[src/rtl/matrix_dma_ctrl.sv]
// rtl/matrix_dma_ctrl.sv - bus-master sequencer feeding the matrix multiplier FIFOs
//
// Reads the A and B operands from memory over the shared bus, pushes them into
// the multiplier's A_FIFO / B_FIFO in the replay order the multiplier expects,
// writes the start register, then waits for the multiplier and raises an IRQ.
//
// Ports:
//   clk, reset_n          clock, asynchronous active-low reset
//   s_sel/s_wr/s_addr/s_din/s_dout
//                         host register port (0 CTRL/STATUS, 1 A_BASE, 2 B_BASE)
//   m_req/m_grant/m_wr/m_address/m_dout/m_din
//                         bus master port; a cycle with m_req && m_grant completes
//   multi_opdone          multiplier done level
//   dma_interrupt         completion interrupt level, cleared by W1C on CTRL bit1
module matrix_dma_ctrl #(
    parameter int         MAT_DIM      = 2,
    parameter logic [7:0] FIFO_A_ADDR  = 8'h00,
    parameter logic [7:0] FIFO_B_ADDR  = 8'h01,
    parameter logic [7:0] OPSTART_ADDR = 8'h03
) (
    input  logic        clk,
    input  logic        reset_n,
    input  logic        s_sel,
    input  logic        s_wr,
    input  logic [1:0]  s_addr,
    input  logic [31:0] s_din,
    output logic [31:0] s_dout,
    output logic        m_req,
    input  logic        m_grant,
    output logic        m_wr,
    output logic [7:0]  m_address,
    output logic [31:0] m_dout,
    input  logic [31:0] m_din,
    input  logic        multi_opdone,
    output logic        dma_interrupt
);

    typedef enum logic [2:0] {
        IDLE, RD_A, WR_A, RD_B, WR_B, START, WAIT_DONE, DONE
    } state_t;

    localparam logic [1:0] LAST_IDX  = 2'(MAT_DIM - 1);
    localparam logic [3:0] LAST_ELEM = 4'(MAT_DIM * MAT_DIM - 1);
    localparam logic [7:0] DIM8      = 8'(MAT_DIM);

    state_t     state;
    logic [7:0] a_base;
    logic [7:0] b_base;
    logic [1:0] cnt_row;
    logic [1:0] cnt_rep;
    logic [1:0] cnt_col;
    logic [3:0] cnt_elem;

    logic       busy;
    logic       reg_wr;
    logic       start_wr;
    logic       clr_wr;
    logic       col_last;
    logic       rep_last;
    logic       row_last;
    logic       elem_last;
    logic [1:0] a_col_nxt;
    logic [1:0] a_rep_nxt;
    logic [1:0] a_row_nxt;
    logic       a_feed_done;
    logic [7:0] a_addr_nxt;
    logic [3:0] b_elem_nxt;
    logic [1:0] b_rep_nxt;
    logic       b_feed_done;
    logic [7:0] b_addr_nxt;
    logic       unused_s_din;

    assign busy         = (state != IDLE) && (state != DONE);
    assign reg_wr       = s_sel && s_wr;
    assign start_wr     = reg_wr && (s_addr == 2'd0) && s_din[0];
    assign clr_wr       = reg_wr && (s_addr == 2'd0) && s_din[1];
    assign unused_s_din = ^s_din[31:8];

    // Next-word counters and addresses, so the registered m_address already
    // points at the following read when a write completes.
    always_comb begin
        col_last    = (cnt_col == LAST_IDX);
        rep_last    = (cnt_rep == LAST_IDX);
        row_last    = (cnt_row == LAST_IDX);
        elem_last   = (cnt_elem == LAST_ELEM);
        // A order: row, then replay of that row N times, then column.
        a_col_nxt   = col_last ? 2'd0 : cnt_col + 2'd1;
        a_rep_nxt   = col_last ? (rep_last ? 2'd0 : cnt_rep + 2'd1) : cnt_rep;
        a_row_nxt   = (col_last && rep_last) ? cnt_row + 2'd1 : cnt_row;
        a_feed_done = col_last && rep_last && row_last;
        a_addr_nxt  = a_base + 8'(a_row_nxt) * DIM8 + 8'(a_col_nxt);
        // B order: whole matrix replayed N times.
        b_elem_nxt  = elem_last ? 4'd0 : cnt_elem + 4'd1;
        b_rep_nxt   = elem_last ? cnt_rep + 2'd1 : cnt_rep;
        b_feed_done = elem_last && rep_last;
        b_addr_nxt  = b_base + 8'(b_elem_nxt);
    end

    // m_dout doubles as the hold register for the word in flight.
    always_ff @(posedge clk or negedge reset_n) begin
        if (!reset_n) begin
            state         <= IDLE;
            a_base        <= 8'h20;
            b_base        <= 8'h40;
            cnt_row       <= 2'd0;
            cnt_rep       <= 2'd0;
            cnt_col       <= 2'd0;
            cnt_elem      <= 4'd0;
            m_req         <= 1'b0;
            m_wr          <= 1'b0;
            m_address     <= 8'h00;
            m_dout        <= 32'd0;
            dma_interrupt <= 1'b0;
        end else begin
            if (reg_wr && !busy) begin
                if (s_addr == 2'd1) a_base <= s_din[7:0];
                if (s_addr == 2'd2) b_base <= s_din[7:0];
            end
            if (clr_wr) dma_interrupt <= 1'b0;

            case (state)
                IDLE, DONE: begin
                    if (start_wr) begin
                        state     <= RD_A;
                        cnt_row   <= 2'd0;
                        cnt_rep   <= 2'd0;
                        cnt_col   <= 2'd0;
                        cnt_elem  <= 4'd0;
                        m_req     <= 1'b1;
                        m_wr      <= 1'b0;
                        m_address <= a_base;
                    end else if (state == DONE && clr_wr) begin
                        state <= IDLE;
                    end
                end
                RD_A: if (m_grant) begin
                    state     <= WR_A;
                    m_dout    <= m_din;
                    m_wr      <= 1'b1;
                    m_address <= FIFO_A_ADDR;
                end
                WR_A: if (m_grant) begin
                    m_wr <= 1'b0;
                    if (a_feed_done) begin
                        state     <= RD_B;
                        cnt_row   <= 2'd0;
                        cnt_rep   <= 2'd0;
                        cnt_col   <= 2'd0;
                        m_address <= b_base;
                    end else begin
                        state     <= RD_A;
                        cnt_row   <= a_row_nxt;
                        cnt_rep   <= a_rep_nxt;
                        cnt_col   <= a_col_nxt;
                        m_address <= a_addr_nxt;
                    end
                end
                RD_B: if (m_grant) begin
                    state     <= WR_B;
                    m_dout    <= m_din;
                    m_wr      <= 1'b1;
                    m_address <= FIFO_B_ADDR;
                end
                WR_B: if (m_grant) begin
                    if (b_feed_done) begin
                        state     <= START;
                        cnt_rep   <= 2'd0;
                        cnt_elem  <= 4'd0;
                        m_address <= OPSTART_ADDR;
                        m_dout    <= 32'd1;
                    end else begin
                        state     <= RD_B;
                        cnt_rep   <= b_rep_nxt;
                        cnt_elem  <= b_elem_nxt;
                        m_wr      <= 1'b0;
                        m_address <= b_addr_nxt;
                    end
                end
                START: if (m_grant) begin
                    state     <= WAIT_DONE;
                    m_req     <= 1'b0;
                    m_wr      <= 1'b0;
                    m_address <= 8'h00;
                    m_dout    <= 32'd0;
                end
                WAIT_DONE: if (multi_opdone) begin
                    state         <= DONE;
                    dma_interrupt <= 1'b1;
                end
                default: state <= IDLE;
            endcase
        end
    end

    always_comb begin
        s_dout = 32'd0;
        case (s_addr)
            2'd0:    s_dout = {30'd0, dma_interrupt, busy};
            2'd1:    s_dout = {24'd0, a_base};
            2'd2:    s_dout = {24'd0, b_base};
            default: s_dout = 32'd0;
        endcase
    end

endmodule

[config.mk]
export PLATFORM = sky130hd
export DESIGN_NAME = matrix_dma_ctrl
export DESIGN_NICKNAME = d
export VERILOG_FILES = /design/src/rtl/matrix_dma_ctrl.sv
export SDC_FILE = /design/constraint.sdc
export NUM_CORES = 1
export LEC_CHECK = 0
export BUFFER_PORTS_ARGS = -buffer_cell sky130_fd_sc_hd__buf_2
export CAP_MARGIN = 20
export CELL_PAD_IN_SITES_DETAIL_PLACEMENT = 0
export CELL_PAD_IN_SITES_GLOBAL_PLACEMENT = 1
export CORE_ASPECT_RATIO = 0.8
export CORE_MARGIN = 2
export CORE_UTILIZATION = 34
export CTS_CLUSTER_SIZE = 8
export DETAILED_ROUTE_END_ITERATION = 8
export GPL_ROUTABILITY_DRIVEN = 0
export PLACE_DENSITY_LB_ADDON = 0.1
export SLEW_MARGIN = 20
export SYNTH_ARGS = -nofsm -noshare
export SYNTH_HDL_FRONTEND = slang
export SYNTH_SLANG_ARGS = --single-unit
[constraint.sdc]
create_clock -name clk -period 3.2 [get_ports clk]
set_clock_uncertainty 0.2 [all_clocks]
set_input_delay 0.16 -clock clk [delete_from_list [all_inputs] [get_ports clk]]
set_output_delay 0.16 -clock clk [all_outputs]
set_load 0.01 [all_outputs]
==> results_dict.tcl, run 1 <==
set metrics [dict create \
    finalHoldViolCount 0 \
    startpoint "cnt_rep[1]" \
    clkSlewWorstSetupHoldPaths_ps 60 \
    grt_usage 0.1827 \
    ys_warn_count 0 \
    dr_wl_met2_um 5305 \
    route.met3.wl_um 644 \
    netlist_top_cells_area "dfrtp_1, o21ai_0, mux2_2" \
    criticalPathCategory "flip-flop to flip-flop" \
    first_iter_violations 341 \
    synth_simple_gate_area_share 0.1526 \
    pin_count 147 \
    synthMuxAreaShare 0.06588 \
    p_leak_nw 2.734 \
    tightest_slew_ps 931.0 \
    std_cell_rows 36 \
    ys_ff_latch 72 \
    reg2reg_from "cnt_rep[1]" \
    arrival_ps 3160 \
    yosys.area.top_type_share 0.4045 \
    drc 0 \
    cts_tree "done" \
    worstPathMaxFanout 3 \
    post_cts_buffers 0 \
    fp.dieW_um 130.2 \
    preCtsSetupSlack_ps -55.09 \
    wl_um 12180 \
    syn_area_per_cell_um2 9.273 \
    viasPerCell 4.953 \
    clock_path_buffers 2 \
    synth_top_family_by_area "compound AO/OA/AOI/OAI gates" \
    setup_viol 0 \
    netlist_area_um2 4330 \
    utilization 0.4629 \
    worstSetupStartpointType "flip-flop" \
    antenna_cells 0 \
    start_util 0.3522 \
    fin_crit_ps 3135 \
    io_buffer_count 98 \
    fin_nets 695 \
    synth-xor-area-share 0.01618 \
    avgRoutedWirePerCell_um 15.51 \
    synth_compound_gate_area_share 0.1971 \
    synthTopCellsByCount "dfrtp_1, o21ai_0, inv_1" \
    setup_ws_ps 64.86 \
    dp_hpwl_um 8597 \
    holdWs_ps 77.86 \
    synth_seq_area_share 0.4166 \
    cp-end-kind "flip-flop" \
    p_per_area_nw_per_um2 868.4 \
    numCtsBuffers 9 \
    max-slew-margin-rel 0.3794 \
    r2r_end "m_address[5]" \
    whs_endpoint "cnt_row[0]" \
    antenna_found_initial 0 \
    clock.fmax_mhz 319.0 \
    core_um2 12300 \
    rsz0062_at_grt "true" \
    synth-adder-area-share 0.04565 \
    synth_most_common_cell "dfrtp_1" \
    synth_cells 467 \
    die-area_um2 13660 \
    layout_worst_path_cycle_share 0.9797 \
    drive_gt1_frac 0.2638 \
    ys.flop_type "dfrtp_1" \
    yosysTopAreaCell "dfrtp_1" \
    m1WireLength_um 6072 \
    grt_max_degree 73 \
    rr_worst_depth 10 \
    synthArstFlopShare 1.000 \
    hp-start "m_grant" \
    via_count 3888 \
    ctsHtreeMaxLevel 3 \
    grt_pass1_wl_um 19460 \
    clk_latency_ps 340 \
    synth.distinct_cells 63 \
    status "completed" \
    hp-class "input port to flip-flop" \
    overflow 0 \
    routed.top_layer "met4" \
    dr.pass1.iters 5 \
    cts.root.buffer_cell "clkbuf_16" \
    ir_drop_mv 0.3152 \
    first_global_vias 3749 \
    worst-endpoint-required_ps 3220 \
    drv_slew 0 \
    syn_to_final_growth_pct 31.44 \
    cts_sinks 72 \
    die_y_um 104.9 \
    whs_path_depth 3 \
    antenna_left 0 \
    synth_edf_count 0 \
    rrSetupSlack_ps 60 \
    cap_violations 0 \
]
[cell type report]
class	count	area [um2]
Sequential cell	72	1804
Multi-Input combinational cell	330	2167
Clock inverter	6	68.82
Inverter	40	150.1
Fill cell	1204	6605
Timing Repair Buffer	156	1049
Clock buffer	10	239.0
Tap cell	171	214.0
[sequential cells by signal, indices dropped and copies added (netlist names)]
signal / flops
m_dout: 32
a_base: 8
b_base: 8
m_address: 8
cnt_elem: 4
state: 3
cnt_col: 2
cnt_rep: 2
cnt_row: 2
dma_interrupt: 1
m_req: 1
m_wr: 1
[per-layer routing]
layer | vias up | GRT usage
met3 | 14 | 0.03738
met2 | 108 | 0.2674
met4 | 0 | 0.05223
met5 | - | 0
li1 | 1895 | -
met1 | 1871 | 0.2709
[metrics by stage]
stage	instances	setup TNS [ps]	instance area, um2	power (mW)
4_1_cts	785	0	5692	4.975
3_5_place_dp	726	-55.09	4946	3.855
2_1_floorplan	490	0	4422	3.084
3_3_place_gp	726	0	4946	3.823
5_1_grt	785	-131.8	5692	5.339
6_report	785	0	5692	4.943
[cells in the final DEF, fill, tap and decap left out, drive strengths merged, types with 4 or more instances in the layout]
cell,synthesis,layout
clkinv,0,4
clkbuf,12,10
a211oi,4,4
mux2,20,20
buf,36,113
ha,11,11
nand2,29,29
nand3,38,38
nor3,5,5
nor2b,10,10
xnor2,5,5
a31oi,7,7
inv,40,40
dlygate4sd3,0,43
nand2b,5,5
nor2,22,22
a22o,9,9
mux2i,6,6
a21o,4,4
o21ai,57,57
dfrtp,70,70
o211ai,5,5
o22ai,6,6
a21oi,18,18
conb,1,24
[cell families after synthesis]
group	count (synthesis)
adder cells (fa/ha/maj)	14
flip-flops	72
buffers and inverters	88
multiplexers	26
AND/OR/NAND/NOR	126
AO/OA/AOI/OAI	132
other	1
XOR/XNOR	8
[worst max-delay path by stage]
stage | endpoint
final | m_address[5]
after global routing | m_address[5]
after detailed placement | m_address[5]
after floorplan | m_address[5]
after CTS | m_address[5]
after global placement | m_address[5]
[where the power goes]
| part | internal (mW) | total, mW | switching, mW |
|---|---|---|---|
| sequential | 1.30 | 1.67 | 0.368 |
| clock | 0.627 | 1.04 | 0.408 |
| combinational | 0.956 | 2.24 | 1.29 |
[critical path: stages (launching register included)]
cell and delay [ps]:
dfrtp_1 390, and4bb_1 290, xor2_1 190, fa_1 440
ha_2 220, fa_2 350, a21o_1 200, and3_1 180
o311a_1 290, a211oi_2 170, o21ai_1 90
[repair_timing]
| item | in CTS | in global routing |
|---|---|---|
| pin swaps | 4 | 4 |
| endpoints found under the setup margin | 1 | 3 |
| resized for setup | 2 | 2 |
| endpoints found under the hold margin | 119 | 0 |
| hold buffers | 43 | 0 |
Note: power is estimated with default switching activity, not from simulation.
==> inputs of run 2 (changes only) <==
RECOVER_POWER = 25   (was default)
==> run 2 against run 1 <==
  * The run now ends with max-capacitance violations, max-slew violations left
  * Combinational power fell by 3%
  * Non-clock buffer count is the same
  * Clock power hardly changed
  * Worst setup slack got worse by 2.4 ps
  * Maximum frequency is essentially flat
  * Total power decreased by 1.3%
  * Design area is 1.0% lower
  * Hold slack improved by 6.1 ps
  * First-iteration DRC count fell by 4.7%
  * Sequential power about the same
  * Cell count is the same
  * Die area unchanged
  * Critical path type unchanged
  * Critical endpoint unchanged
  * Largest power group unchanged
==> results_dict.tcl, run 2 (synthesis results as in run 1) <==
set metrics [dict create \
    start_util 0.3522 \
    busiest_layer "met1" \
    dp.cells 726 \
    top_register "m_dout" \
    fin_crit_ps 3138 \
    finalHoldViolCount 0 \
    layout_common_cells "dfrtp_1, buf_2, o21ai_0" \
    core_um2 12300 \
    worstPathMaxFanout 3 \
    dr.pass1.iters 4 \
    stdcell_area_um2 5634 \
    first_global_vias 3749 \
    clock.fmax_mhz 318.7 \
    layout_worst_path_cycle_share 0.9805 \
    violations "max-capacitance violations, max-slew violations" \
    clock_path_buffers 2 \
    drc 0 \
    pin_count 147 \
    criticalPathCategory "flip-flop to flip-flop" \
    max-slew-margin-rel -0.2173 \
    use_met1 0.2709 \
    max_stage_delay_ps 450 \
    clk_latency_ps 330 \
    std_cell_rows 36 \
    die_y_um 104.9 \
    cp-end-kind "flip-flop" \
    instances_no_fill 785 \
    holdWs_ps 83.96 \
    cts_sinks 72 \
    dp_hpwl_um 8597 \
    cts.root.buffer_cell "clkbuf_16" \
    use_met2 0.2674 \
    first_iter_violations 325 \
    rsz0062_at_grt "true" \
    numCtsBuffers 9 \
    p_leak_nw 2.587 \
    status "finished with violations" \
    grt_max_degree 73 \
    antenna_left 0 \
    viasPerCell 4.953 \
    dpl-instance-area_um2 4946 \
    overflow 0 \
    die-area_um2 13660 \
    cap_violations 1 \
    worstSetupStartpointType "flip-flop" \
    tightest_slew_ps 1826 \
    worst-endpoint-required_ps 3220 \
    via_count 3888 \
    avgRoutedWirePerCell_um 15.56 \
    cp_slowest_cell "fa_1" \
    cts_tree "done" \
    arrival_ps 3160 \
    largest_reg_flops 32 \
    p_per_area_nw_per_um2 866.0 \
    antenna_found_initial 0 \
    setup_viol 0 \
    grt_pass1_wl_um 19460 \
    grt_usage 0.1827 \
    final_common_cell "dfrtp_1" \
    met3_usage 0.03738 \
    fin_nets 695 \
    fin_setup_tns_ps 0 \
    io_buffer_count 98 \
    drive_gt1_frac 0.1922 \
    clkSlewWorstSetupHoldPaths_ps 60 \
    cp_cell_sequence "and4bb_1, xor2_1, fa_1, ha_2, fa_2, a21o_1, and3_1, o311a_1, a211oi_2, o21ai_1" \
    ir_drop_mv 0.3154 \
    fp.dieW_um 130.2 \
    post_cts_buffers 0 \
    ctsHtreeMaxLevel 3 \
    syn_to_final_growth_pct 30.11 \
    hp-class "input port to flip-flop" \
    wl_um 12220 \
    antenna_cells 0 \
    drv_slew 73 \
]
-- run 2: worst max-delay path: cells and delay by family (launching register included) --
kind,cells,cell delay [ps]
and+or+nand+nor,2,470
DFF,1,380
xor gates and xnor gates,1,190
AOI/OAI and AO/OA,4,760
adders and majority gates,3,1020
-- run 2: metrics by stage --
step                  util  setup WS (ps)  power (mW)
finish              0.4582          62.50       4.879
global route        0.4582         -131.8       5.284
CTS                 0.4629          13.92       4.975
detailed placement  0.4022         -55.09       3.855
global placement    0.4022          39.72       3.823
floorplan                -          25.40       3.084
-- run 2: area by class of cell --
class	count	area (um2)
tap	171	214.0
clock buffer	10	239.0
sequential	72	1804
timing repair buffer	156	991.0
clock inverter	6	68.82
inverter	40	150.1
fill	1223	6663
multi-input combinational	330	2167
-- run 2: where the power goes --
group	leakage, nW	internal, mW	switching [mW]	total, mW
Clock	0.149	0.627	0.406	1.03
Sequential	0.909	1.30	0.375	1.67
Combinational	1.53	0.889	1.28	2.17
Total	2.59	2.82	2.06	4.88
-- run 2: final timing paths --
check                           depth (start not counted)           end  slack [ps]  startpoint
worst max-delay path                                   10  m_address[5]          60  cnt_rep[1]
worst min-delay path                                    3    cnt_row[0]          80     m_grant
worst max register to register                         10  m_address[5]          60  cnt_rep[1]
worst min register to register                          1    cnt_rep[1]         310  cnt_rep[1]
max in group asynchronous                               2     m_dout[4]        1050     reset_n
min in group asynchronous                               2     b_base[3]         670     reset_n
-- run 2: routing by layer --
| metal | up-vias | part of all wire |
|---|---|---|
| li1 | 1894 | - |
| met2 | 111 | 0.44 |
| met4 | 0 | 0.013 |
| met1 | 1869 | 0.49 |
| met3 | 14 | 0.057 |
| met5 | - | 0 |
-- run 2: what timing repair did --
item                                    CTS  global route
endpoints found under the setup margin    1             3
hold buffers                             43             0
endpoints found under the hold margin   119             0
resized for setup                         2             2
pin swaps                                 4             4
==> inputs of run 3 (changes only) <==
CORE_ASPECT_RATIO = 0.75   (was 0.8)
CORE_MARGIN = default   (was 2)
==> run 3 against run 2 <==
  * The run still ends with max-capacitance violations, max-slew violations left
  * Cell count fell by 0.64%
  * Flip-flop and latch count did not move
  * Core utilization fell by 0.18 points
==> results_dict.tcl, run 3 (synthesis results as in run 1) <==
set metrics [dict create \
    grt_pass1_wl_um 19220 \
    fin_nets 695 \
    dr.pass1.iters 5 \
    core_um2 12350 \
    top_register "m_dout" \
    clock.fmax_mhz 323.1 \
    max_stage_delay_ps 480 \
    layout_worst_path_cycle_share 0.9673 \
    arrival_ps 3110 \
    antenna_left 0 \
    worstPathMaxFanout 4 \
    reg2reg_from "cnt_rep[0]" \
    final_common_cell "dfrtp_1" \
    largest_reg_flops 32 \
    die-area_um2 13200 \
    numCtsBuffers 9 \
    overflow 0 \
    first_iter_violations 218 \
    syn_to_final_growth_pct 30.14 \
    avgRoutedWirePerCell_um 15.52 \
    clkSlewWorstSetupHoldPaths_ps 60 \
    switchingPower_mw 2.042 \
    via_count 3869 \
    p_clk_frac 0.209 \
    cts.root.buffer_cell "clkbuf_16" \
    fin_crit_ps 3095 \
    hp-class "input port to flip-flop" \
    finalHoldViolCount 0 \
    die_y_um 99.74 \
    std_cell_rows 35 \
    drive_gt1_frac 0.1987 \
    ir_drop_mv 0.3759 \
    worstSetupStartpointType "flip-flop" \
    criticalPathCategory "flip-flop to flip-flop" \
    rsz0062_at_grt "true" \
    status "finished with violations" \
    p_leak_nw 2.578 \
    violations "max-capacitance violations, max-slew violations" \
    dpl-instance-area_um2 4932 \
    grt_max_degree 73 \
    fin_setup_tns_ps 0 \
    clk_latency_ps 340 \
    dp_hpwl_um 8406 \
    worst-path-buf-inv 0 \
    sw_frac_of_total 0.4204 \
    r2r_end "m_address[5]" \
    start_util 0.3507 \
    antenna_cells 0 \
    cts_sinks 72 \
    clock_path_buffers 2 \
    setup_viol 0 \
    hp-start "m_grant" \
    wl_um 12110 \
    p_int_mw 2.816 \
    viasPerCell 4.960 \
    grt_usage 0.1886 \
    fp.dieW_um 132.3 \
    pwr-share-seq 0.343 \
    drc 0 \
    antenna_found_initial 0 \
    path_delay_family "adder cells" \
    max-slew-margin-rel -0.2079 \
    nFillCells 1255 \
    cp_cell_sequence "and4bb_2, xor2_2, fa_1, ha_2, fa_2, a21o_1, and3_4, o311a_1, a211oi_2, o21ai_1" \
    layout_common_cells "dfrtp_1, buf_2, o21ai_0" \
    stdcell_area_um2 5635 \
    rr_worst_depth 10 \
    startpoint "cnt_rep[0]" \
    tightest_slew_ps 1812 \
    cts_tree "done" \
    drv_slew 73 \
    io_buffer_count 98 \
    ctsHtreeMaxLevel 3 \
    cp-end-kind "flip-flop" \
    whs_endpoint "cnt_row[0]" \
    p_comb_frac 0.448 \
    cp_slowest_cell "fa_1" \
    pin_count 147 \
    first_global_vias 3714 \
    rrSetupSlack_ps 100 \
    p_per_area_nw_per_um2 861.9 \
    worst-endpoint-required_ps 3220 \
    whs_path_depth 3 \
    cap_violations 1 \
]
## run 3: metrics by stage
stage	power, mW	util	hold WS, ps	std cells	setup slack, ps
2_1_floorplan	3.084	-	-335.6	490	25.40
3_3_place_gp	3.811	0.3994	163.0	720	32.75
3_5_place_dp	3.841	0.3994	170.2	720	-19.25
4_1_cts	4.948	0.4591	60.07	779	11.98
5_1_grt	5.250	0.4563	109.7	780	-25.22
6_report	4.857	0.4563	74.16	780	104.6
## run 3: routing by layer
metal / up-vias / GRT usage / wire [um] / share of wire
met1: 1880 / 0.2666 / 6062 / 0.50
li1: 1882 / - / - / -
met5: - / 0 / 0 / 0
met4: 0 / 0.04863 / 86 / 0.0071
met2: 99 / 0.2849 / 5356 / 0.44
met3: 8 / 0.05046 / 600 / 0.050
## run 3: power by group through the flow
stage	combinational [mW]	clock (mW)	sequential [mW]
after floorplan	1.43	0	1.66
after global placement	2.16	0	1.66
after detailed placement	2.18	0	1.66
after CTS	2.25	1.04	1.65
after global routing	2.43	1.09	1.73
final	2.18	1.02	1.67
## run 3: repair_timing
action | in CTS | in global routing
pin swaps | 2 | 11
gates resized for setup | 2 | 6
setup endpoints to repair | 1 | 2
hold buffers | 43 | 0
endpoints found under the hold margin | 119 | 0
buffers inserted | 0 | 1
## run 3: worst min-delay path, stage by stage
cell and delay (ps):
buf_2 190, nand4b_1 130, o21ai_0 70
## run 3: layout make-up
| type | instances | area (um2) | area share |
|---|---|---|---|
| clock inverters | 5 | 56.30 | 0.009991 |
| clock buffers | 11 | 242.7 | 0.04307 |
| flip-flops and latches | 72 | 1805 | 0.3204 |
| repair buffers | 156 | 991.0 | 0.1758 |
| inverters | 40 | 150.1 | 0.02664 |
| well taps | 166 | 207.7 | 0.03686 |
| multi-input cells | 330 | 2182 | 0.3872 |
## run 3: how the worst max path moves through the flow
stage	to	cells after the start	slack, ps
after global placement	m_address[5]	10	30
final	m_address[5]	10	100
after floorplan	m_address[5]	11	30
after global routing	m_address[5]	10	-30
after CTS	m_address[5]	10	10
after detailed placement	m_address[5]	10	-20
